--- src/rtl/hex_reader.sv ---
// hex_reader: deserialises two active-low 7-segment digit patterns, low
// digit first and segment a first, and decodes them into one byte.
//
// Ports
//   clock        rising-edge system clock
//   resetn       asynchronous active-low reset
//   seg_in       serial segment bit (0 = segment lit)
//   seg_valid    seg_in is accepted on a rising edge while this is 1
//   frame_start  synchronous restart; the bit of the same cycle becomes bit 0
//   data_out     decoded byte {high nibble, low nibble}, held between frames
//   data_valid   one-cycle pulse when data_out is loaded
//   err          one-cycle pulse with data_valid when either digit is invalid
//   busy         high while a frame is partially received
//   frame_cnt    completed-frame counter, wraps 255 -> 0
//
// State table
//   state | meaning
//   IDLE  | no bits of the current frame received yet
//   LO    | receiving low digit, frame bits 0-6
//   HI    | receiving high digit, frame bits 7-13
module hex_reader (
  input  logic       clock,
  input  logic       resetn,
  input  logic       seg_in,
  input  logic       seg_valid,
  input  logic       frame_start,
  output logic [7:0] data_out,
  output logic       data_valid,
  output logic       err,
  output logic       busy,
  output logic [7:0] frame_cnt
);

  typedef enum logic [1:0] {
    IDLE = 2'd0,
    LO   = 2'd1,
    HI   = 2'd2
  } state_t;

  state_t     state;
  state_t     state_nxt;
  logic [2:0] cnt;
  logic [2:0] cnt_nxt;
  logic [6:0] shift;
  logic [6:0] pattern;
  logic       armed;
  logic       accept;
  logic [3:0] lo_nib;
  logic       lo_bad;
  logic [3:0] dec_nib;
  logic       dec_bad;
  logic       lo_done;
  logic       frame_done;

  // Returns {invalid, nibble}; invalid patterns decode to nibble 0.
  function automatic logic [4:0] decode(input logic [6:0] p);
    logic [4:0] r;
    case (p)
      7'h40:   r = 5'h00;
      7'h79:   r = 5'h01;
      7'h24:   r = 5'h02;
      7'h30:   r = 5'h03;
      7'h19:   r = 5'h04;
      7'h12:   r = 5'h05;
      7'h02:   r = 5'h06;
      7'h78:   r = 5'h07;
      7'h00:   r = 5'h08;
      7'h10:   r = 5'h09;
      7'h08:   r = 5'h0A;
      7'h03:   r = 5'h0B;
      7'h46:   r = 5'h0C;
      7'h21:   r = 5'h0D;
      7'h06:   r = 5'h0E;
      7'h0E:   r = 5'h0F;
      default: r = 5'h10;
    endcase
    return r;
  endfunction

  // Segment 0 arrives first, so bits shift in at the top; after seven
  // accepted bits the register holds {seg6..seg0}. The pattern includes the
  // bit being accepted this cycle so a digit is decoded on its 7th edge.
  assign pattern = {seg_in, shift[6:1]};
  assign accept  = seg_valid & armed;

  always_comb begin
    {dec_bad, dec_nib} = decode(pattern);
  end

  // State register. armed stays low through the edge on which resetn is
  // released so that edge cannot accept a bit.
  always_ff @(posedge clock or negedge resetn) begin
    if (!resetn) begin
      state <= IDLE;
      cnt   <= 3'd0;
      armed <= 1'b0;
    end else begin
      state <= state_nxt;
      cnt   <= cnt_nxt;
      armed <= 1'b1;
    end
  end

  // Next-state logic; cnt is the position within the current digit.
  always_comb begin
    state_nxt = state;
    cnt_nxt   = cnt;
    if (frame_start) begin
      state_nxt = accept ? LO : IDLE;
      cnt_nxt   = accept ? 3'd1 : 3'd0;
    end else if (accept) begin
      case (state)
        IDLE: begin
          state_nxt = LO;
          cnt_nxt   = 3'd1;
        end
        LO: begin
          if (cnt == 3'd6) begin
            state_nxt = HI;
            cnt_nxt   = 3'd0;
          end else begin
            cnt_nxt = cnt + 3'd1;
          end
        end
        HI: begin
          if (cnt == 3'd6) begin
            state_nxt = IDLE;
            cnt_nxt   = 3'd0;
          end else begin
            cnt_nxt = cnt + 3'd1;
          end
        end
        default: begin
          state_nxt = IDLE;
          cnt_nxt   = 3'd0;
        end
      endcase
    end
  end

  // Output/control decode. frame_start overrides completion of either digit.
  always_comb begin
    lo_done    = 1'b0;
    frame_done = 1'b0;
    if (accept && !frame_start && cnt == 3'd6) begin
      lo_done    = (state == LO);
      frame_done = (state == HI);
    end
  end

  // Datapath and registered outputs.
  always_ff @(posedge clock or negedge resetn) begin
    if (!resetn) begin
      shift      <= 7'd0;
      lo_nib     <= 4'd0;
      lo_bad     <= 1'b0;
      data_out   <= 8'd0;
      data_valid <= 1'b0;
      err        <= 1'b0;
      busy       <= 1'b0;
      frame_cnt  <= 8'd0;
    end else begin
      if (accept) begin
        shift <= pattern;
      end
      if (lo_done) begin
        lo_nib <= dec_nib;
        lo_bad <= dec_bad;
      end
      if (frame_done) begin
        data_out  <= {dec_nib, lo_nib};
        frame_cnt <= frame_cnt + 8'd1;
      end
      data_valid <= frame_done;
      err        <= frame_done & (lo_bad | dec_bad);
      busy       <= (state_nxt != IDLE);
    end
  end

endmodule

--- config.mk ---
export PLATFORM = sky130hd
export DESIGN_NAME = hex_reader
export DESIGN_NICKNAME = d
export VERILOG_FILES = /design/src/rtl/hex_reader.sv
export SDC_FILE = /design/constraint.sdc
export NUM_CORES = 1
export LEC_CHECK = 0
export BUFFER_PORTS_ARGS = -buffer_cell sky130_fd_sc_hd__clkbuf_2
export CORE_MARGIN = 2
export CORE_UTILIZATION = 40
export CTS_BUF_LIST = sky130_fd_sc_hd__clkbuf_16
export DETAILED_ROUTE_END_ITERATION = 10
export GPL_TIMING_DRIVEN = 0
export PLACE_DENSITY = 0.65
export SYNTH_ARGS = -nofsm -noshare
export SYNTH_HDL_FRONTEND = slang
export SYNTH_SLANG_ARGS = --single-unit
--- constraint.sdc ---
create_clock -name clock -period 1.65 [get_ports clock]
set_clock_uncertainty 0.05 [all_clocks]
set_input_delay 0.0825 -clock clock [delete_from_list [all_inputs] [get_ports clock]]
set_output_delay 0.0825 -clock clock [all_outputs]
set_load 0.05 [all_outputs]
==> run_results.csv <==
group,metric,value,unit
cts,cts_tree,"yes",
final_layout,drive_gt1_frac,0.350,
synthesis,synth-compound-area-share,0.128,
synthesis,synth-edff-count,0,
timing,rsz0062_at_grt,"true",
routing,drtPass1Iterations,4,
setup_path,crit_path_start_kind,"register",
floorplan,fp.dieH,72.6,µm
placed_design,placed_area,2060,µm²
power,power.total,2.55,mW
placed_design,dpl.hpwl,2680,µm
final_layout,nets,227,
routing,drcViolationCount,0,
cts,cts.sinks,36,
synthesis,syn_inst,175,
global_routing,grt_overflow,0,
synthesis,synth_top_cell_by_area,"dfrtp_1",
placed_design,numPortBuffers,22,
power,powerDensity,1040,nW/µm²
cts,htree_levels,2,
timing,setup_ws,-0.181,ns
global_routing,grt_pass1_wl,6840,µm
synthesis,synth_top_area_frac,0.478,
floorplan,fp.coreArea,4440,µm²
setup_path,critPathArrivalTime,1.94,ns
synthesis,synthTopCellsByArea,"dfrtp_1 48%, mux2_1 6.6%, xnor2_1 3.7%",
timing,relSlewSlack,0.414,
setup_path,rr_endpoint,"err$_DFF_PN0_",
setup_path,slowest_delay,0.43,ns
floorplan,die_x,72.6,µm
setup_path,worst-path-buf-inv,0,
timing,hold_viol,0,
synthesis,synth.distinct_cells,49,
synthesis,synth_ff_type,"dfrtp_1",
timing,worst_pin_slew,0.879,ns
timing,holdWs,0.153,ns
final_layout,fin_area,2450,µm²
placed_design,place.gp.congestion,0.907,
routing,drt_iter0_drc,65,
cts,clk_path_buf_depth,2,
routing,ant_nets,0,
final_layout,antenna_cells,0,
global_routing,grt_max_degree,37,
setup_path,r2r_slack,-0.18,ns
cts,root_buffer,"clkbuf_16",
synthesis,syn_nets,185,
status,violations,"setup timing",
setup_path,reg2reg_from,"shift[2]$_DFFE_PN0P_",
min_path,min_to,"cnt[2]$_DFFE_PN0P_",
flow_run,maxCapViolations,0,
timing,drv_slew,0,
cts,clk_pin_slew,0.05,ns
floorplan,initial_core_util,0.424,
synthesis,async_reset_ff_frac,1.00,
synthesis,synth_simple_gate_area_frac,0.202,
synthesis,synth_seq_area_share,0.478,
min_path,hold_class,"in -> reg",
status,status,"finished with violations",
setup_path,path_max_fanout,4,
routing,wl_per_cell,15.7,µm
setup_path,cp_cell_sequence,"or3b_1 -> or4_4 -> and3b_4 -> a32o_2",
setup_path,cp.required,1.76,ns
power,peakVddDrop,586,µV
routing,via_count,1536,
routing,wl,4230,µm
timing,fin_crit,1.83,ns
timing,fmax,546,MHz
global_routing,grt_pass1_vias,1431,
setup_path,slowest_stage,"or4_4",
power,p_leak,1.16,nW
setup_path,critPathTopFamily,"simple AND/OR/NAND/NOR gates",
timing,setup_tns,-0.675,ns
synthesis,synth_top_family_by_area,"simple AND/OR/NAND/NOR gates",
synthesis,netlist_area,1880,µm²
floorplan,rows,24,
cts,clock_latency,0.28,ns
synthesis,synth-warning-count,0,
min_path,hp-start,"seg_valid",
timing,setup_violations,14,
synthesis,synth-seq-cells,36,
synthesis,synth_adder_area_share,0.0332,
final_layout,filler_cell_count,400,
final_layout,syn2layout_area_growth,30.2,%
floorplan,dieArea,5270,µm²
min_path,whs_path_depth,3,
global_routing,grt_usage,0.168,
timing,finalCritPeriodShare,1.11,
cts,cts-buffers-inserted,5,
setup_path,worstRegToRegCells,4,
synthesis,synthXorXnorAreaFrac,0.0419,
synthesis,synthMuxAreaShare,0.0831,
routing,via_per_inst,5.71,
floorplan,pin_count,24,
global_routing,grt_antenna_before_repair,0,
setup_path,worstSetupPathType,"reg -> reg",
synthesis,avgSynthCellArea,10.8,µm²
setup_path,endpoint_kind,"register",
[metrics by stage]
step	utilization	setup WS [ns]	std cells
floorplan	-	-0.108	175
global placement	0.464	-0.371	249
detailed placement	0.464	-0.360	249
CTS	0.527	-0.165	264
global route	0.552	-0.240	269
finish	0.552	-0.181	269
[layer usage]
metal | GRT usage | up-vias | wire length (µm)
li1 | - | 730 | -
met1 | 0.216 | 759 | 1900
met2 | 0.278 | 39 | 2070
met3 | 0.0442 | 8 | 203
met4 | 0.0514 | 0 | 57
met5 | 0 | - | 0
[repair_timing]
item	4_1_cts	5_1_grt
setup buffers	7	6
gates resized for setup	23	25
endpoints found under the hold margin	36	0
setup endpoints to repair	24	26
cloned	1	0
pin swaps	4	10
hold buffers	1	0
[cell usage in the layout, fill, tap and decap left out, drive strengths merged, types with 4 or more instances in the layout]
cell type,synthesis,routed
o21ai,7,7
mux2,13,13
nand2,5,5
a21oi,6,6
clkbuf,9,34
ha,5,5
nand4,4,4
nor2,14,14
dfrtp,36,36
xnor2,8,8
and3b,4,4
inv,3,4
nor3,5,5
buf,3,17
and3,4,4
a31oi,6,6
[Yosys cell counts (all sizes together), types with 2 or more instances]
master	number
dfrtp	36
inv	3
nor4b	3
nor3	5
buf	3
clkbuf	9
and3	4
and3b	4
nand2	5
a31oi	6
a211oi	2
nor4bb	2
a21oi	6
a32o	2
nor2b	2
mux2	13
xnor2	8
nand4	4
or3b	2
nor3b	3
nor2	14
o21ai	7
nand3	3
nand3b	3
a32oi	2
ha	5
[logic make-up (layout without fill, tap and decap cells)]
| group | Yosys count | after routing |
|---|---|---|
| AOI/OAI and AO/OA | 35 | 35 |
| xor gates and xnor gates | 9 | 9 |
| adders and majority gates | 5 | 5 |
| buffers and inverters | 15 | 57 |
| DFF | 36 | 36 |
| muxes | 14 | 14 |
| other | 1 | 1 |
| and+or+nand+nor | 60 | 60 |
[how the worst max path moves through the flow]
stage / start / end / slack, ns / cells past startpoint
global route: shift[5]$_DFFE_PN0P_ / err$_DFF_PN0_ / -0.24 / 5
finish: shift[2]$_DFFE_PN0P_ / err$_DFF_PN0_ / -0.18 / 4
CTS: shift[2]$_DFFE_PN0P_ / err$_DFF_PN0_ / -0.17 / 4
detailed placement: cnt[0]$_DFFE_PN0P_ / lo_nib[3]$_DFFE_PN0P_ / -0.36 / 3
floorplan: cnt[0]$_DFFE_PN0P_ / lo_nib[3]$_DFFE_PN0P_ / -0.11 / 3
global placement: cnt[0]$_DFFE_PN0P_ / lo_nib[3]$_DFFE_PN0P_ / -0.37 / 3
[sequential cells by signal, indices dropped and copies added (netlist names)]
signal,flops
lo_bad,1
shift,6
err,1
lo_nib,4
frame_cnt,8
state,2
cnt,3
data_valid,1
data_out,8
busy,1
armed,1
[worst min-delay path, delay by kind of cell]
family / cells / cell delay (ns)
AO/OA/AOI/OAI: 1 / 0.18
buffers and inverters: 1 / 0.11
AND/OR/NAND/NOR: 1 / 0.07
[final cells by class]
cell class / instances / area (µm²) / area share
clock buffer: 5 / 125 / 0.0510
buffer: 11 / 68.8 / 0.0281
tap: 52 / 65.1 / 0.0265
inverter: 3 / 11.3 / 0.00459
timing repair buffer: 36 / 233 / 0.0949
multi-input combinational: 124 / 1040 / 0.423
clock inverter: 2 / 8.76 / 0.00357
sequential: 36 / 902 / 0.368
[power breakdown]
part | leakage (nW) | switching [mW] | internal (mW)
Sequential | 0.483 | 0.0847 | 0.948
Clock | 0.0709 | 0.321 | 0.541
Combinational | 0.603 | 0.369 | 0.288
Total | 1.16 | 0.775 | 1.78
No activity file was read; power rests on OpenSTA's default activity.
